--- src/rtl/trng_pkg.sv ---
// Shared types and default parameters for the TRNG sequencing controller.
package trng_pkg;

    typedef enum logic [1:0] {
        IDLE    = 2'd0,
        WARMUP  = 2'd1,
        COLLECT = 2'd2,
        FAIL    = 2'd3
    } trng_state_t;

    localparam int unsigned DEF_WIDTH         = 32;
    localparam int unsigned DEF_WARMUP_CYCLES = 256;
    localparam int unsigned DEF_REP_LIMIT     = 32;

endpackage : trng_pkg

--- src/rtl/trng_vn_extractor.sv ---
// Von Neumann extractor: pairs consecutive raw samples, emits the first bit of a 10/01 pair.
module trng_vn_extractor (
    input  logic clk,
    input  logic reset,
    input  logic sample,
    input  logic clear,
    output logic bit_valid,
    output logic bit_val
);

    logic phase;
    logic first;

    // Pair phase and held first sample; clear keeps the phase aligned to pair start.
    always_ff @(posedge clk) begin
        if (reset || clear) begin
            phase <= 1'b0;
            first <= 1'b0;
        end else begin
            phase <= ~phase;
            if (!phase) begin
                first <= sample;
            end
        end
    end

    // 10 emits 1, 01 emits 0; 00 and 11 are discarded.
    always_comb begin
        bit_valid = phase & ~clear & (first ^ sample);
        bit_val   = first;
    end

endmodule : trng_vn_extractor

--- src/rtl/trng_ctrl.sv ---
// TRNG sequencing controller: oscillator gating, warm-up, whitening, word packing, health test.
module trng_ctrl
    import trng_pkg::*;
#(
    parameter int unsigned WIDTH         = DEF_WIDTH,
    parameter int unsigned WARMUP_CYCLES = DEF_WARMUP_CYCLES,
    parameter int unsigned REP_LIMIT     = DEF_REP_LIMIT
) (
    input  logic             clk,
    input  logic             reset,
    input  logic             enable,
    output logic             trng_en,
    input  logic             trng_out,
    output logic [WIDTH-1:0] data,
    output logic             data_valid,
    input  logic             data_ready,
    output logic             health_fail,
    output logic             busy
);

    localparam int unsigned WCW = $clog2(WARMUP_CYCLES) + 1;
    localparam int unsigned BCW = $clog2(WIDTH) + 1;
    localparam int unsigned RCW = $clog2(REP_LIMIT) + 1;

    trng_state_t      state;
    trng_state_t      state_nx;
    logic [WCW-1:0]   warm_cnt;
    logic [RCW-1:0]   rep_cnt;
    logic [RCW-1:0]   rep_nx;
    logic             prev_sample;
    logic [BCW-1:0]   bit_cnt;
    logic [BCW-1:0]   bit_cnt_nx;
    logic [WIDTH-1:0] shreg;
    logic [WIDTH-1:0] shreg_nx;
    logic             vn_valid;
    logic             vn_bit;
    logic             vn_clear;
    logic             collecting;
    logic             emit;
    logic             load;
    logic             xfer;
    logic             trng_en_d;
    logic             busy_d;
    logic             health_fail_d;

    assign vn_clear = (state != COLLECT);

    trng_vn_extractor u_vn (
        .clk       (clk),
        .reset     (reset),
        .sample    (trng_out),
        .clear     (vn_clear),
        .bit_valid (vn_valid),
        .bit_val   (vn_bit)
    );

    // State register.
    always_ff @(posedge clk) begin
        if (reset) begin
            state <= IDLE;
        end else begin
            state <= state_nx;
        end
    end

    // Next-state logic, including the repetition-count health test.
    always_comb begin
        state_nx = state;
        rep_nx   = RCW'(1);
        if (rep_cnt != '0 && trng_out == prev_sample) begin
            rep_nx = rep_cnt + RCW'(1);
        end
        case (state)
            IDLE: begin
                if (enable) state_nx = WARMUP;
            end
            WARMUP: begin
                if (!enable) begin
                    state_nx = IDLE;
                end else if (warm_cnt == WCW'(WARMUP_CYCLES - 1)) begin
                    state_nx = COLLECT;
                end
            end
            COLLECT: begin
                if (!enable) begin
                    state_nx = IDLE;
                end else if (rep_nx == RCW'(REP_LIMIT)) begin
                    state_nx = FAIL;
                end
            end
            FAIL: begin
                if (!enable) state_nx = IDLE;
            end
            default: state_nx = IDLE;
        endcase
    end

    // Output and datapath next values; a word loads as soon as its last bit arrives.
    always_comb begin
        trng_en_d     = (state_nx == WARMUP) || (state_nx == COLLECT);
        busy_d        = trng_en_d;
        health_fail_d = (state_nx == FAIL);
        collecting    = (state == COLLECT) && (state_nx == COLLECT);
        emit          = vn_valid && (bit_cnt != BCW'(WIDTH));
        bit_cnt_nx    = bit_cnt;
        shreg_nx      = shreg;
        if (emit) begin
            bit_cnt_nx = bit_cnt + BCW'(1);
            shreg_nx   = (shreg << 1) | WIDTH'(vn_bit);
        end
        xfer = data_valid && data_ready;
        load = collecting && (bit_cnt_nx == BCW'(WIDTH)) && (!data_valid || data_ready);
    end

    // Counters, shift register and registered outputs.
    always_ff @(posedge clk) begin
        if (reset) begin
            warm_cnt    <= '0;
            rep_cnt     <= '0;
            prev_sample <= 1'b0;
            bit_cnt     <= '0;
            shreg       <= '0;
            data        <= '0;
            data_valid  <= 1'b0;
            trng_en     <= 1'b0;
            busy        <= 1'b0;
            health_fail <= 1'b0;
        end else begin
            trng_en     <= trng_en_d;
            busy        <= busy_d;
            health_fail <= health_fail_d;
            warm_cnt    <= (state == WARMUP && state_nx == WARMUP) ? warm_cnt + WCW'(1) : '0;
            if (collecting) begin
                rep_cnt     <= rep_nx;
                prev_sample <= trng_out;
            end else begin
                rep_cnt     <= '0;
                prev_sample <= 1'b0;
            end
            if (state_nx == FAIL) begin
                shreg      <= '0;
                bit_cnt    <= '0;
                data_valid <= 1'b0;
            end else if (collecting) begin
                shreg <= shreg_nx;
                if (load) begin
                    data       <= shreg_nx;
                    data_valid <= 1'b1;
                    bit_cnt    <= '0;
                end else begin
                    bit_cnt <= bit_cnt_nx;
                    if (xfer) data_valid <= 1'b0;
                end
            end else begin
                shreg   <= '0;
                bit_cnt <= '0;
                if (xfer) data_valid <= 1'b0;
            end
        end
    end

endmodule : trng_ctrl

--- config.mk ---
export PLATFORM = sky130hd
export DESIGN_NAME = trng_ctrl
export DESIGN_NICKNAME = d
export VERILOG_FILES = /design/src/rtl/trng_pkg.sv /design/src/rtl/trng_vn_extractor.sv /design/src/rtl/trng_ctrl.sv
export SDC_FILE = /design/constraint.sdc
export NUM_CORES = 1
export LEC_CHECK = 0
export ABC_CLOCK_PERIOD_IN_PS = 6850
export CAP_MARGIN = 30
export CORE_ASPECT_RATIO = 0.75
export CORE_UTILIZATION = 45
export CTS_BUF_LIST = sky130_fd_sc_hd__clkbuf_4
export CTS_CLUSTER_SIZE = 40
export DETAILED_ROUTE_END_ITERATION = 16
export PLACE_DENSITY = 0.61
export SETUP_SLACK_MARGIN = 0.4
export SLEW_MARGIN = 20
export SYNTH_ARGS = -nofsm -noshare
export SYNTH_HDL_FRONTEND = slang
export SYNTH_HIERARCHICAL = 1
export SYNTH_SLANG_ARGS = --single-unit
--- constraint.sdc ---
create_clock -name clk -period 6.85 [get_ports clk]
set_input_delay 1.7125 -clock clk [delete_from_list [all_inputs] [get_ports clk]]
set_output_delay 1.7125 -clock clk [all_outputs]
set_load 0.005 [all_outputs]
---- Word level (Yosys, flattened, before mapping) ----
Index checks and enable logic that the tools add are counted.
cells by class
  add/sub/neg operators ................... 3
  equality and inequality tests ........... 12
  muxes and demuxes ....................... 13
  bitwise gates (word level) .............. 9
  reductions and logical operators ........ 19
operators with widths
  operator                                                               count
  32-bit two-way mux                                                     1
  32-bit by 1-bit bitwise OR with 32-bit output                          1
  6-bit by 1-bit adder with 6-bit output, second input constant          2
  6-bit equality test, second input constant                             2
  2-bit two-way mux                                                      6
  6-bit two-way mux                                                      2
  9-bit by 1-bit adder with 9-bit output, second input constant          1
  9-bit by 8-bit equality test with 1-bit output, second input constant  1
  2-bit equality test, second input constant                             4
  2-bit case mux with 4 select lines                                     1
  1-bit logical AND                                                      7
  6-bit != test, second input constant                                   1
  6-bit nonzero test                                                     1
  2-bit OR reduction                                                     3
  1-bit NOT                                                              5
  2-bit by 1-bit equality test with 1-bit output, second input constant  2
  4-bit OR reduction                                                     1
  1-bit logical OR                                                       3
  1-bit two-way mux                                                      3
  3-bit AND reduction                                                    1
  3-bit OR reduction                                                     1
  1-bit bitwise AND                                                      2
  2-bit logical NOT                                                      1
  2-bit != test, second input constant                                   1
  other kinds (3)                                                        3
word-level totals
  register bits ........................... 93
  bits of input ports ..................... 5
  word-level logic and storage cells ...... 68

---- Longest topological paths before layout ----
  depth after elaboration ................. 13
  depth in mapped cells ................... 15
  mapped depth without buffers ............ 13

---- Modules after synthesis ----
The synthesis kept the hierarchy.
modules (own cells, without submodules)
  module             times used  cells each  area each (um^2)  sequential area each (um^2)
  trng_ctrl          1           395         3977.6            1821.7
  trng_vn_extractor  1           7           86.3              40.0

---- Least setup slack after synthesis ----
OpenSTA, ideal clock, no wires.
  path kind ............................... input -> register
  start point ............................. input port trng_out
  end point ............................... register data[0]
  setup time .............................. 121 ps
  data arrival time ....................... 3861 ps
  required time ........................... 6729 ps
  setup slack ............................. 2868 ps
  stages on the path ...................... 11
  cells stage by stage .................... xor2_1 > a21oi_1 > nand2_1 > o31ai_1 > nor2b_1 > ha_1 > or4b_1 > or3_1 > buf_6 > buf_12 > mux2_4
RTL lines
  element                               line              text
  start: declaration                    trng_ctrl.sv:13   input logic trng_out,
  1-bit equality test                   trng_ctrl.sv:70   if (rep_cnt != '0 && trng_out == prev_sample) begin
  1-bit logical AND                     trng_ctrl.sv:70
  6-bit two-way mux                     trng_ctrl.sv:70
  6-bit equality test                   trng_ctrl.sv:87   end else if (rep_nx == RCW'(REP_LIMIT)) begin
  2-bit two-way mux                     trng_ctrl.sv:87
  2-bit two-way mux                     trng_ctrl.sv:85   if (!enable) begin
  2-bit case mux with 4 select lines    trng_ctrl.sv:73   case (state)
  via state_nx[0]                       trng_ctrl.sv:26   trng_state_t state_nx;
  2-bit equality test                   --
  via health_fail_d                     trng_ctrl.sv:44   logic health_fail_d;
  1-bit NOT (no source line)            --
  3-bit AND reduction (no source line)  --
  end signal: assignment                trng_ctrl.sv:147  data <= shreg_nx;
  end: declaration                      trng_ctrl.sv:14   output logic [WIDTH-1:0] data,
The timed path passes the listed nets, and every way through them passes these cells.
A chain may end at the register's enable or synchronous reset.

---- Worst setup path in the final report ----
  start point ............................. input port trng_out
  end point ............................... register data[15]
RTL lines
  element                               line                     text
  1-bit bitwise XOR *                   trng_vn_extractor.sv:29  bit_valid = phase & ~clear & (first ^ sample);
  1-bit bitwise AND *                   trng_vn_extractor.sv:29
  via vn_valid                          trng_ctrl.sv:35          logic vn_valid;
  1-bit logical AND *                   trng_ctrl.sv:104         emit = vn_valid && (bit_cnt != BCW'(WIDTH));
  6-bit two-way mux                     trng_ctrl.sv:107         if (emit) begin
  6-bit equality test                   trng_ctrl.sv:112         load = collecting && (bit_cnt_nx == BCW'(WIDTH)) && (!data_valid || data_ready);
  1-bit logical AND (2 in series)       trng_ctrl.sv:112
  3-bit AND reduction (no source line)  --
Mark *: on every way through the listed nets, which the timed path passes. The rest lies on a longest branch.

==> flow_summary.ini <==
[run_status]
status = complete, but fails checks
violations = DRC

[yosys]
synth-xor-area-share_pct = 3.45
yosysMostFrequentCell = dfxtp_1
async_flop_share_pct = 0
syn-num-nets = 416
ys_ff_latch = 93
ys.flop_type = dfxtp_1
muxShareOfSynthArea_pct = 20.0
synth_edf_count = 0
yosysSeqAreaShare_pct = 45.8
synthAdderAreaFrac_pct = 2.77
yosys.area.top_type = dfxtp_1
ys.warnings.count = 6
ys_top_cells_by_count = 93 x dfxtp_1, 86 x nor2_1, 36 x nor2b_1, 34 x mux2i_1, 30 x mux2_4
synth.cell_area_sq_um = 4060
ys_types = 45
syn_inst = 402
synth_top_family_by_area = simple AND/OR/NAND/NOR gates
synth-simple-area-share_pct = 20.7
yosys-top-cells-area = dfxtp_1 46%, mux2_4 11%, mux2i_1 8.4%, nor2_1 7.9%, nor2b_1 5.5%
synth-compound-area-share_pct = 2.56
yosys.area.top_type_share_pct = 45.8
synth.avg_cell_area_sq_um = 10.1

[timing]
slew_headroom_pct = 50.5
rsz0062_at_grt = false
period_needed_ps = 4670
worstMarginPinSlew_ps = 742
tns_ps = 0
fin_crit_sh_pct = 68.2
max_freq_mhz = 214
setup_violations = 0
hold_viol_final = 0
slew_viol_final = 0
fin_worst_skew_ps = 10.9

[detailed_routing]
drtAntennaViolNets = 0
drc_errors = 1
met3_length_um = 223
viasPerCell = 4.85
wl_met2_um = 3140
top_layer = met4
wl_per_cell_um = 12.6
drt_wl_total_um = 6880
drt_iter0_drc = 97
via_count = 2651
drtPass1Iterations = 10
met1Wirelength_um = 3420

[pwr]
ir_drop_v = 0.000108
clkPwrFrac_pct = 40.1
p_seq_share_pct = 58.4
switching_share_pct = 20.8
leakagePower_nw = 2.05
intPower_w = 0.000735
power_switching_w = 0.000193
p_per_area_nw_per_um2 = 198
power_frac_comb_pct = 1.5

[clock_tree]
cts_tree = done
numClockSinks = 93
cts_made_buffers = 9
htreeDepth = 3
postCtsSetupBuffers = 0
clock-root-buffer = clkbuf_4
holdBufCountCts = 0
clk_pin_slew_ps = 130
post_cts_resized = 0
clock_latency_ps = 450
cts_buffer_depth = 2

[setup_path]
crit_top_cell = xnor2_1
start_kind = primary input
max_stage_delay_ps = 730
path_class = primary input to register
path_buf_inv = 2
cp_max_fo = 18
worstPathCellList = clkdlybuf4s50_1 > xnor2_1 > nor3b_2 > nand4_2 > xnor2_1 > or4b_1 > or3_2 > buf_12 > mux2_4
cp.arrival_ps = 5020
cp.required_ps = 7200
crit_path_top_delay_cell = or3_2
end_kind = register
cpLargestDelayFamily = simple AND/OR/NAND/NOR gates

[global_route]
grt_use_total_pct = 16.1
antenna_found_initial = 0
grt_first_pass_wirelength_um = 12100
grt_pass1_vias = 2630
overflow = 0
grt_max_degree = 75

[cells_and_area]
syn2layout_area_growth_pct = 15.2
diodes = 0
drive_gt1_share_pct = 14.1
nNetsFinal = 448
fin_area_sq_um = 4680

[die]
num_io_pins = 41
row_count = 29
fp.dieH_um = 84.3
start_util_pct = 47.3
core_sq_um = 8600
die_x_um = 112
die_area_sq_um = 9420

[placement]
io_buffers = 40
place_congestion = 0.768
placed_cell_area_sq_um = 4500
hpwl_um = 4400

[job]
maxCapViolCount = 0

[min_path]
hp-class = register to register
[routing by layer]
metal / up-vias / track usage (%)
li1: 1391 / -
met1: 1226 / 19.5
met2: 27 / 26.7
met3: 7 / 5.49
met4: 0 / 5.90
met5: - / 0
[worst paths after layout]
check / from / endpoint / slack, ps / cells after the start
hold / removal: warm_cnt[0] / warm_cnt[0] / 450 / 1
hold reg to reg: warm_cnt[0] / warm_cnt[0] / 450 / 1
setup / recovery: trng_out / data[15] / 2180 / 9
setup reg to reg: warm_cnt[0] / data[15] / 3220 / 13
[metrics by stage]
| step | power (W) | cells | hold slack (ps) | setup slack [ps] | util, % |
|---|---|---|---|---|---|
| 3_5_place_dp | 0.000568 | 531 | 432 | 1710 | 52.3 |
| 3_3_place_gp | 0.000568 | 530 | 424 | 1660 | 52.1 |
| 5_1_grt | 0.000963 | 547 | 465 | 2000 | 54.5 |
| 2_1_floorplan | 0.000563 | 402 | 413 | 2870 | - |
| 4_1_cts | 0.000938 | 547 | 451 | 2170 | 54.5 |
| 6_report | 0.000928 | 547 | 449 | 2180 | 54.5 |
[cell usage in the layout (no fill, tap or decap), types with 4 or more instances in the layout]
cell	Yosys	final
mux2_4	30	30
nor2_1	86	86
xor2_1	6	6
nor2b_1	36	36
mux2i_1	34	34
xnor2_1	10	10
dfxtp_1	93	93
nand3_1	6	6
ha_1	9	9
clkbuf_4	0	10
and3_1	5	5
nand2_1	7	7
inv_1	11	11
clkdlybuf4s50_1	0	39
nor3_1	4	4
[registers in the layout, indices dropped and copies added (netlist names)]
| signal | flops |
|---|---|
| data | 32 |
| shreg | 32 |
| warm_cnt | 9 |
| bit_cnt | 6 |
| rep_cnt | 6 |
| state | 2 |
| busy | 1 |
| data_valid | 1 |
| health_fail | 1 |
| prev_sample | 1 |
| u_vn/bit_val | 1 |
| u_vn/phase | 1 |
[area by class of cell]
type	instances	area, sq um
Clock buffer	10	75.1
Clock inverter	6	110
Fill cell	822	3920
Inverter	11	41.3
Multi-Input combinational cell	275	2020
Sequential cell	93	1860
Tap cell	108	135
Timing Repair Buffer	44	438
[logic make-up (layout without fill, tap and decap cells)]
family / after synthesis / after routing
compound gates: 16 / 16
xor+xnor: 16 / 16
fa+ha+maj: 9 / 9
buf+inv: 34 / 71
flops: 93 / 93
mux: 66 / 66
simple gates: 168 / 168
[power groups by stage]
stage	Combinational, W	Sequential, W	Clock [W]
finish	0.0000135	0.000542	0.000372
global route	0.0000153	0.000543	0.000405
CTS	0.0000139	0.000542	0.000382
detailed placement	0.0000139	0.000554	0
global placement	0.0000139	0.000554	0
floorplan	0.00000868	0.000554	0
No activity file was read; power rests on OpenSTA's default activity.
